### src/rtl/result_collector_if.sv
// Scanner-result input and 64-bit output stream of the result collector.
// The master side drives the scanner beats and the downstream tready.
interface result_collector_if;
  logic         scn_dvld_clt;
  logic [7:0]   scn_cmd_clt;
  logic [31:0]  scn_id_clt;
  logic [255:0] scn_data_clt;
  logic [31:0]  scn_bvld_clt;
  logic         scn_end_clt;
  logic         clt_rdy_scn;
  logic [63:0]  clt_tdata;
  logic         clt_tvalid;
  logic         clt_tlast;
  logic         clt_tready;

  modport master (
    output scn_dvld_clt, scn_cmd_clt, scn_id_clt, scn_data_clt, scn_bvld_clt, scn_end_clt,
    output clt_tready,
    input  clt_rdy_scn, clt_tdata, clt_tvalid, clt_tlast
  );

  modport slave (
    input  scn_dvld_clt, scn_cmd_clt, scn_id_clt, scn_data_clt, scn_bvld_clt, scn_end_clt,
    input  clt_tready,
    output clt_rdy_scn, clt_tdata, clt_tvalid, clt_tlast
  );
endinterface

### src/rtl/result_collector.sv
// Queues scan-result beats as records in a small FIFO and serialises each one
// as a header word plus one word per SID, while keeping saturating statistics.
module result_collector #(
  parameter int DEPTH        = 4,
  parameter bit REPORT_CLEAN = 1'b1
) (
  input  logic                clk,
  input  logic                reset,
  input  logic                ctrl_en_clt,
  result_collector_if.slave   bus,
  output logic [31:0]         clt_scan_cnt,
  output logic [31:0]         clt_virus_cnt,
  output logic [31:0]         clt_err_cnt
);
  localparam int AW = $clog2(DEPTH);

  typedef struct packed {
    logic [31:0]      id;
    logic [7:0]       cmd;
    logic [1:0]       nsig;
    logic [2:0][31:0] sid;
    logic [2:0][31:0] off;
  } rec_t;

  typedef enum logic [1:0] {S_IDLE = 2'd0, S_HDR = 2'd1, S_SIG = 2'd2} state_t;

  function automatic logic [31:0] sat_inc(input logic [31:0] v, input logic en);
    if (en && (v != 32'hFFFF_FFFF)) return v + 32'd1;
    else return v;
  endfunction

  rec_t          r_mem [DEPTH];
  logic [AW-1:0] r_wptr, r_rptr;
  logic [AW:0]   r_count;
  state_t        r_state, w_state_nxt;
  logic [1:0]    r_widx, w_widx_nxt;
  logic          r_tvalid, r_tlast;
  logic [63:0]   r_tdata;
  logic          w_tvalid_nxt, w_tlast_nxt;
  logic [63:0]   w_tdata_nxt;

  rec_t  w_rec, w_head;
  logic  w_full, w_empty, w_accept, w_err, w_infected, w_push, w_pop, w_hs;
  logic  w_unused;

  assign w_full     = (r_count == (AW+1)'(DEPTH));
  assign w_empty    = (r_count == '0);
  assign w_accept   = bus.scn_dvld_clt & bus.clt_rdy_scn;
  assign w_err      = (bus.scn_data_clt[31:0] > 32'd3);
  assign w_infected = (bus.scn_data_clt[31:0] != 32'd0);
  assign w_push     = w_accept & (REPORT_CLEAN | w_infected);
  assign w_head     = r_mem[r_rptr];
  assign w_hs       = r_tvalid & bus.clt_tready;
  assign w_unused   = ^{bus.scn_bvld_clt, bus.scn_end_clt, bus.scn_data_clt[255:224]};

  assign bus.clt_rdy_scn = ctrl_en_clt & ~w_full & ~reset;
  assign bus.clt_tdata   = r_tdata;
  assign bus.clt_tvalid  = r_tvalid;
  assign bus.clt_tlast   = r_tlast;

  // Unpack the incoming beat into a record, clamping nsig to the three slots carried.
  always_comb begin
    w_rec      = '0;
    w_rec.id   = bus.scn_id_clt;
    w_rec.cmd  = bus.scn_cmd_clt;
    w_rec.nsig = w_err ? 2'd3 : bus.scn_data_clt[1:0];
    for (int k = 0; k < 3; k++) begin
      w_rec.sid[k] = bus.scn_data_clt[64*k+32 +: 32];
      w_rec.off[k] = bus.scn_data_clt[64*k+64 +: 32];
    end
  end

  // Record storage; only written on a push, so no reset is needed.
  always_ff @(posedge clk) begin
    if (w_push) r_mem[r_wptr] <= w_rec;
  end

  // FIFO pointers and occupancy; a push is never attempted while full.
  always_ff @(posedge clk) begin
    if (reset) begin
      r_wptr  <= '0;
      r_rptr  <= '0;
      r_count <= '0;
    end else begin
      if (w_push) r_wptr <= r_wptr + AW'(1);
      if (w_pop)  r_rptr <= r_rptr + AW'(1);
      case ({w_push, w_pop})
        2'b10:   r_count <= r_count + (AW+1)'(1);
        2'b01:   r_count <= r_count - (AW+1)'(1);
        default: r_count <= r_count;
      endcase
    end
  end

  // Statistics counters.
  always_ff @(posedge clk) begin
    if (reset) begin
      clt_scan_cnt  <= 32'd0;
      clt_virus_cnt <= 32'd0;
      clt_err_cnt   <= 32'd0;
    end else begin
      clt_scan_cnt  <= sat_inc(clt_scan_cnt,  w_accept);
      clt_virus_cnt <= sat_inc(clt_virus_cnt, w_accept & w_infected);
      clt_err_cnt   <= sat_inc(clt_err_cnt,   w_accept & w_err);
    end
  end

  // Serialiser state register with registered stream outputs.
  always_ff @(posedge clk) begin
    if (reset) begin
      r_state  <= S_IDLE;
      r_widx   <= 2'd0;
      r_tvalid <= 1'b0;
      r_tlast  <= 1'b0;
      r_tdata  <= 64'd0;
    end else begin
      r_state  <= w_state_nxt;
      r_widx   <= w_widx_nxt;
      r_tvalid <= w_tvalid_nxt;
      r_tlast  <= w_tlast_nxt;
      r_tdata  <= w_tdata_nxt;
    end
  end

  // Next state, pop and next output word; the word only changes after a handshake.
  always_comb begin
    w_state_nxt  = r_state;
    w_widx_nxt   = r_widx;
    w_pop        = 1'b0;
    w_tvalid_nxt = 1'b0;
    w_tlast_nxt  = 1'b0;
    w_tdata_nxt  = 64'd0;
    case (r_state)
      S_IDLE: begin
        if (!w_empty) w_state_nxt = S_HDR;
        else          w_state_nxt = S_IDLE;
      end
      S_HDR: begin
        if (w_hs && (w_head.nsig == 2'd0)) begin
          w_pop       = 1'b1;
          w_state_nxt = S_IDLE;
        end else if (w_hs) begin
          w_widx_nxt  = 2'd0;
          w_state_nxt = S_SIG;
        end else begin
          w_state_nxt = S_HDR;
        end
      end
      S_SIG: begin
        if (w_hs && (r_widx == w_head.nsig - 2'd1)) begin
          w_pop       = 1'b1;
          w_state_nxt = S_IDLE;
        end else if (w_hs) begin
          w_widx_nxt  = r_widx + 2'd1;
        end else begin
          w_state_nxt = S_SIG;
        end
      end
      default: w_state_nxt = S_IDLE;
    endcase
    case (w_state_nxt)
      S_HDR: begin
        w_tvalid_nxt = 1'b1;
        w_tdata_nxt  = {w_head.id, w_head.cmd, 21'd0, 1'b0, w_head.nsig};
        w_tlast_nxt  = (w_head.nsig == 2'd0);
      end
      S_SIG: begin
        w_tvalid_nxt = 1'b1;
        w_tdata_nxt  = {w_head.sid[w_widx_nxt], w_head.off[w_widx_nxt]};
        w_tlast_nxt  = (w_widx_nxt == w_head.nsig - 2'd1);
      end
      default: begin
        w_tvalid_nxt = 1'b0;
        w_tdata_nxt  = 64'd0;
        w_tlast_nxt  = 1'b0;
      end
    endcase
  end
endmodule

### src/flat_wrapper.sv
// flat-port wrapper written by rule: the top's interface ports become plain ports
module result_collector_flat 
#(
  parameter int DEPTH        = 4,
  parameter bit REPORT_CLEAN = 1'b1
)
  (clk, reset, ctrl_en_clt, clt_scan_cnt, clt_virus_cnt, clt_err_cnt, bus_scn_dvld_clt, bus_scn_cmd_clt, bus_scn_id_clt, bus_scn_data_clt, bus_scn_bvld_clt, bus_scn_end_clt, bus_clt_tready, bus_clt_rdy_scn, bus_clt_tdata, bus_clt_tvalid, bus_clt_tlast);
  result_collector_if bus_i ();
  input  logic clk;
  input  logic reset;
  input  logic ctrl_en_clt;
  output logic [31:0] clt_scan_cnt;
  output logic [31:0] clt_virus_cnt;
  output logic [31:0] clt_err_cnt;
  input wire logic [$bits(bus_i.scn_dvld_clt)-1:0] bus_scn_dvld_clt;
  input wire logic [$bits(bus_i.scn_cmd_clt)-1:0] bus_scn_cmd_clt;
  input wire logic [$bits(bus_i.scn_id_clt)-1:0] bus_scn_id_clt;
  input wire logic [$bits(bus_i.scn_data_clt)-1:0] bus_scn_data_clt;
  input wire logic [$bits(bus_i.scn_bvld_clt)-1:0] bus_scn_bvld_clt;
  input wire logic [$bits(bus_i.scn_end_clt)-1:0] bus_scn_end_clt;
  input wire logic [$bits(bus_i.clt_tready)-1:0] bus_clt_tready;
  output wire logic [$bits(bus_i.clt_rdy_scn)-1:0] bus_clt_rdy_scn;
  output wire logic [$bits(bus_i.clt_tdata)-1:0] bus_clt_tdata;
  output wire logic [$bits(bus_i.clt_tvalid)-1:0] bus_clt_tvalid;
  output wire logic [$bits(bus_i.clt_tlast)-1:0] bus_clt_tlast;
  assign bus_i.scn_dvld_clt = bus_scn_dvld_clt;
  assign bus_i.scn_cmd_clt = bus_scn_cmd_clt;
  assign bus_i.scn_id_clt = bus_scn_id_clt;
  assign bus_i.scn_data_clt = bus_scn_data_clt;
  assign bus_i.scn_bvld_clt = bus_scn_bvld_clt;
  assign bus_i.scn_end_clt = bus_scn_end_clt;
  assign bus_i.clt_tready = bus_clt_tready;
  assign bus_clt_rdy_scn = bus_i.clt_rdy_scn;
  assign bus_clt_tdata = bus_i.clt_tdata;
  assign bus_clt_tvalid = bus_i.clt_tvalid;
  assign bus_clt_tlast = bus_i.clt_tlast;
  result_collector #(.DEPTH(DEPTH), .REPORT_CLEAN(REPORT_CLEAN)) u_core (.clk(clk), .reset(reset), .ctrl_en_clt(ctrl_en_clt), .bus(bus_i), .clt_scan_cnt(clt_scan_cnt), .clt_virus_cnt(clt_virus_cnt), .clt_err_cnt(clt_err_cnt));
endmodule
### config.mk
export PLATFORM = sky130hd
export DESIGN_NAME = result_collector_flat
export DESIGN_NICKNAME = d
export VERILOG_FILES = /design/src/rtl/result_collector_if.sv /design/src/rtl/result_collector.sv /design/src/flat_wrapper.sv
export SDC_FILE = /design/constraint.sdc
export NUM_CORES = 1
export LEC_CHECK = 0
export CORE_ASPECT_RATIO = 1.2
export CORE_MARGIN = 2
export CORE_UTILIZATION = 45
export CTS_BUF_LIST = sky130_fd_sc_hd__clkbuf_4 sky130_fd_sc_hd__clkbuf_8
export DETAILED_ROUTE_END_ITERATION = 16
export GPL_TIMING_DRIVEN = 0
export PLACE_DENSITY = 0.66
export SETUP_SLACK_MARGIN = 0.15
export SYNTH_ARGS = -nofsm -noshare
export SYNTH_HDL_FRONTEND = slang
export SYNTH_SLANG_ARGS = --single-unit
export TNS_END_PERCENT = 5
### constraint.sdc
create_clock -name clk -period 16.5 [get_ports clk]
set_input_delay 3.3 -clock clk [delete_from_list [all_inputs] [get_ports clk]]
set_output_delay 3.3 -clock clk [all_outputs]
set_load 0.01 [all_outputs]
==> metrics, run 1 <==
Data required, critical path 13.20 ns; CTS tree yes; first-pass GRT wire length 153200 um; GRT Residual Overflow 0; antenna violations before repair 38; Netlist Area Pre-Place 0.04215 mm^2; Crit path arrival time roughly 5.9 ns; per-cell routed wire length 24.58 um; share of layout cells above drive strength 1 a little under a fifth; Total Power 0.005537 W; Synth Flop Type edfxtp_1; post-layout min period 9.158 ns; Die ar. 0.09615 mm^2; Post-CTS Resized 0; initial core utilization 45.57%; Slew HR 11.03%; largest net degree at the start of global routing 55; Max Clock Freq 109.2 MHz; Hold Path Origin u_core.clt_virus_cnt[31]; H-tree lvl count 4; vias per inst 5.469; Synth-to-Final Area Change 23.62%; clock-pin slew on the worst setup and hold paths 0.06 ns; Tcrit/Tclk final 55.50%; post-synthesis sequential area ratio 74.99%; hpwl dp 70430 um; clock root cell clkbuf_8; leading cell type in the layout, fill and taps excluded edfxtp_1; Die Wd 283.4 um; internal power 0.004392 W; maxcap violations 0; setup_tns 0 ns; final core utilization a little under three fifths; Gate power share 3.0%; most frequent cells in the layout edfxtp_1, clkdlybuf4s50_1, mux4_2; Vias 23090; Leakage around 16 nW; Num CTS Buffers 171; hold path depth 1; synth warn 0; Synth cell types 59; gpl congestion 0.8692; ANT nets after route 0; switch share 20.67%; Worst-Skew Late Latency 0.84 ns; final routed DRC violation total 0; row cnt 122; worst r2r path cells 16; clk buf depth 3; Synth async-reset ratio 0%; vias in the first global route ~24000; startpoint types input pin; Max Transition Viols Final 0; port buffer count 431; I/O pins approximately 500; non-filler instance count after layout ~4200; GR Util All Layers a little over a fifth; dpl cells about 4000; # hold bufs at CTS 0; initial drt markers 1680; cell area power density 106.3 mW/mm^2; clock power share 41.4%; # fillers 7146; hold_ws just under 0.5 ns; CTS Sinks 1111; Detailed Routing Iterations Pass 1 6; Core Box Area 0.09250 mm^2; Hold WC Path Type reg -> reg; routed wire length 103800 um; syn_area_per_cell 19.13 um^2; Setup violations, final 0; Synth Register Bits 1111; RSZ-0062 raised after global routing false; Net count, final 3179; final clock skew about 0.053 ns; kind of critical path in -> out; sequential share of power a little under three fifths; critical path fanouts, max 10; syn_nets between 2000 and 3000; Post-synth EDFFs about 940; post-CTS setup buffers 0; Min-Delay Endpoint u_core.clt_virus_cnt[31]; Post-Synthesis Cells 2203; Final Hold Viols 0; endpoint class of the critical path output port; total net switching power 0.001144 W; outcome completed; Tightest Pin Transition between 1 and 1.5 ns; setup slack, reg-to-reg slightly above 10 ns; Die Ht 339.3 um; R2R Path End u_core.bus.clt_tdata[24]; Peak VDD IR 84.56 uV
==> area by class of cell <==
type / count / area [um^2] / share of cell area, %
timing repair buffer: 452 / 4885 / 9.374
multi-input combinational: 961 / 10020 / 19.23
tap: 1240 / 1551 / 2.977
sequential: 1111 / 31610 / 60.66
antenna: 9 / 22.52 / 0.04322
clock inverter: 68 / 466.7 / 0.8956
inverter: 32 / 120.1 / 0.2305
buffer: 99 / 420.4 / 0.8067
clock buffer: 250 / 3015 / 5.786
==> how the worst max path moves through the flow <==
stage                      from                  end  slack, ns  cells past startpoint
after CTS                 reset      bus_clt_rdy_scn       7.26                      5
final                     reset      bus_clt_rdy_scn       7.34                      5
after global placement    reset  u_core.r_mem[1][42]       0.51                      5
after detailed placement  reset      bus_clt_rdy_scn       7.26                      5
after floorplan           reset   u_core.r_mem[0][0]       6.49                      4
after global routing      reset      bus_clt_rdy_scn       7.22                      5
==> logic make-up (layout without fill, tap and decap cells) <==
family                     count (synthesis)  count (layout)  share of synthesized area (%)
adders and majority gates                 17              17                         0.5224
xor gates and xnor gates                  50              50                          1.039
buffers and inverters                    131             901                          1.279
other                                      0               9                              0
DFF                                     1111            1111                          74.99
muxes                                    310             310                          14.33
AOI/OAI and AO/OA                        214             214                          3.256
and+or+nand+nor                          370             370                          4.580
==> stage by stage <==
stage	instance area [um^2]	setup WS [ns]
floorplan	42150	6.489
global route	52100	7.224
detailed placement	48610	7.261
finish	52110	7.342
global placement	48020	0.5145
CTS	52090	7.256
==> Yosys cell counts (2+ instances only) <==
cell,count,area share [%]
o41ai_1,4,0.083
buf_1,8,0.071
edfxtp_1,936,67
ha_1,16,0.47
dfxtp_1,175,8.3
nor3b_1,5,0.089
buf_2,2,0.024
nand3b_1,4,0.071
o21ai_0,8,0.095
nor2b_1,7,0.10
nand3_1,41,0.49
xnor2_1,28,0.58
or4_1,9,0.16
mux2_1,8,0.21
inv_2,2,0.018
or2_2,3,0.045
o31ai_1,18,0.32
a31oi_1,4,0.059
mux4_2,234,13
nor3_1,19,0.23
and3_1,13,0.19
a21o_1,8,0.14
nor4_1,19,0.28
or3_1,16,0.24
o311ai_1,5,0.10
nand4_1,46,0.68
buf_4,2,0.036
mux2i_1,67,1.6
o211ai_1,8,0.14
nor3_2,2,0.047
buf_6,5,0.13
a21oi_1,35,0.42
nand2_1,71,0.63
o21ai_1,70,0.83
xor2_1,22,0.46
inv_1,30,0.27
and2_1,14,0.21
a22oi_1,42,0.75
nor2_1,82,0.73
and4_1,13,0.27
clkbuf_1,82,0.73
a31o_1,3,0.062
==> critical path, cell delays in order <==
cell and delay, ns:
clkdlybuf4s50_1 0.87, clkbuf_1 0.46, clkbuf_1 0.55, nor3b_1 0.14, clkdlybuf4s50_1 0.52
==> state kept, by name (all words and copies together) (netlist names), named ones only <==
signal / cells
u_core.r_mem: 936
u_core.bus.clt_tdata: 64
u_core.clt_err_cnt: 32
u_core.clt_scan_cnt: 32
u_core.clt_virus_cnt: 32
u_core.r_count: 3
u_core.r_rptr: 2
u_core.r_state: 2
u_core.r_widx: 2
u_core.r_wptr: 2
u_core.bus.clt_tlast: 1
u_core.bus.clt_tvalid: 1
==> layer usage <==
layer	routed length, um	share of wire, %	vias to the layer above	global-route usage, %
li1	-	-	10290	-
met1	39760	38	11760	25.47
met2	52460	51	754	36.64
met3	8198	7.9	229	7.191
met4	2959	2.9	60	7.771
met5	386	0.37	-	0
==> power groups by stage <==
stage                     registers [W]  logic [W]  clock network [W]
after global routing            0.00308   0.000180            0.00246
after floorplan                 0.00314  0.0000473                  0
final                           0.00308   0.000167            0.00229
after CTS                       0.00308   0.000170            0.00234
after global placement          0.00315   0.000157                  0
after detailed placement        0.00314   0.000169                  0
Note: power is estimated with default switching activity, not from simulation.
==> run 2: changes to the inputs <==
clock period = 8.95 ns   (was 16.5 ns; I/O delays follow)
==> results of run 2 <==
The final DEF is identical to that of run 1. Status: completed.
Main changes from that run: setup slack after placement 7.261 ns -> 2.283 ns; setup slack after layout 7.342 ns -> 2.523 ns; end point of the critical path bus_clt_rdy_scn -> u_core.bus.clt_tdata[24]; register-to-register setup slack 10.07 ns -> 2.52 ns; total power 0.005537 W -> 0.01021 W; worst IR drop on VDD 84.56 uV -> 155.9 uV
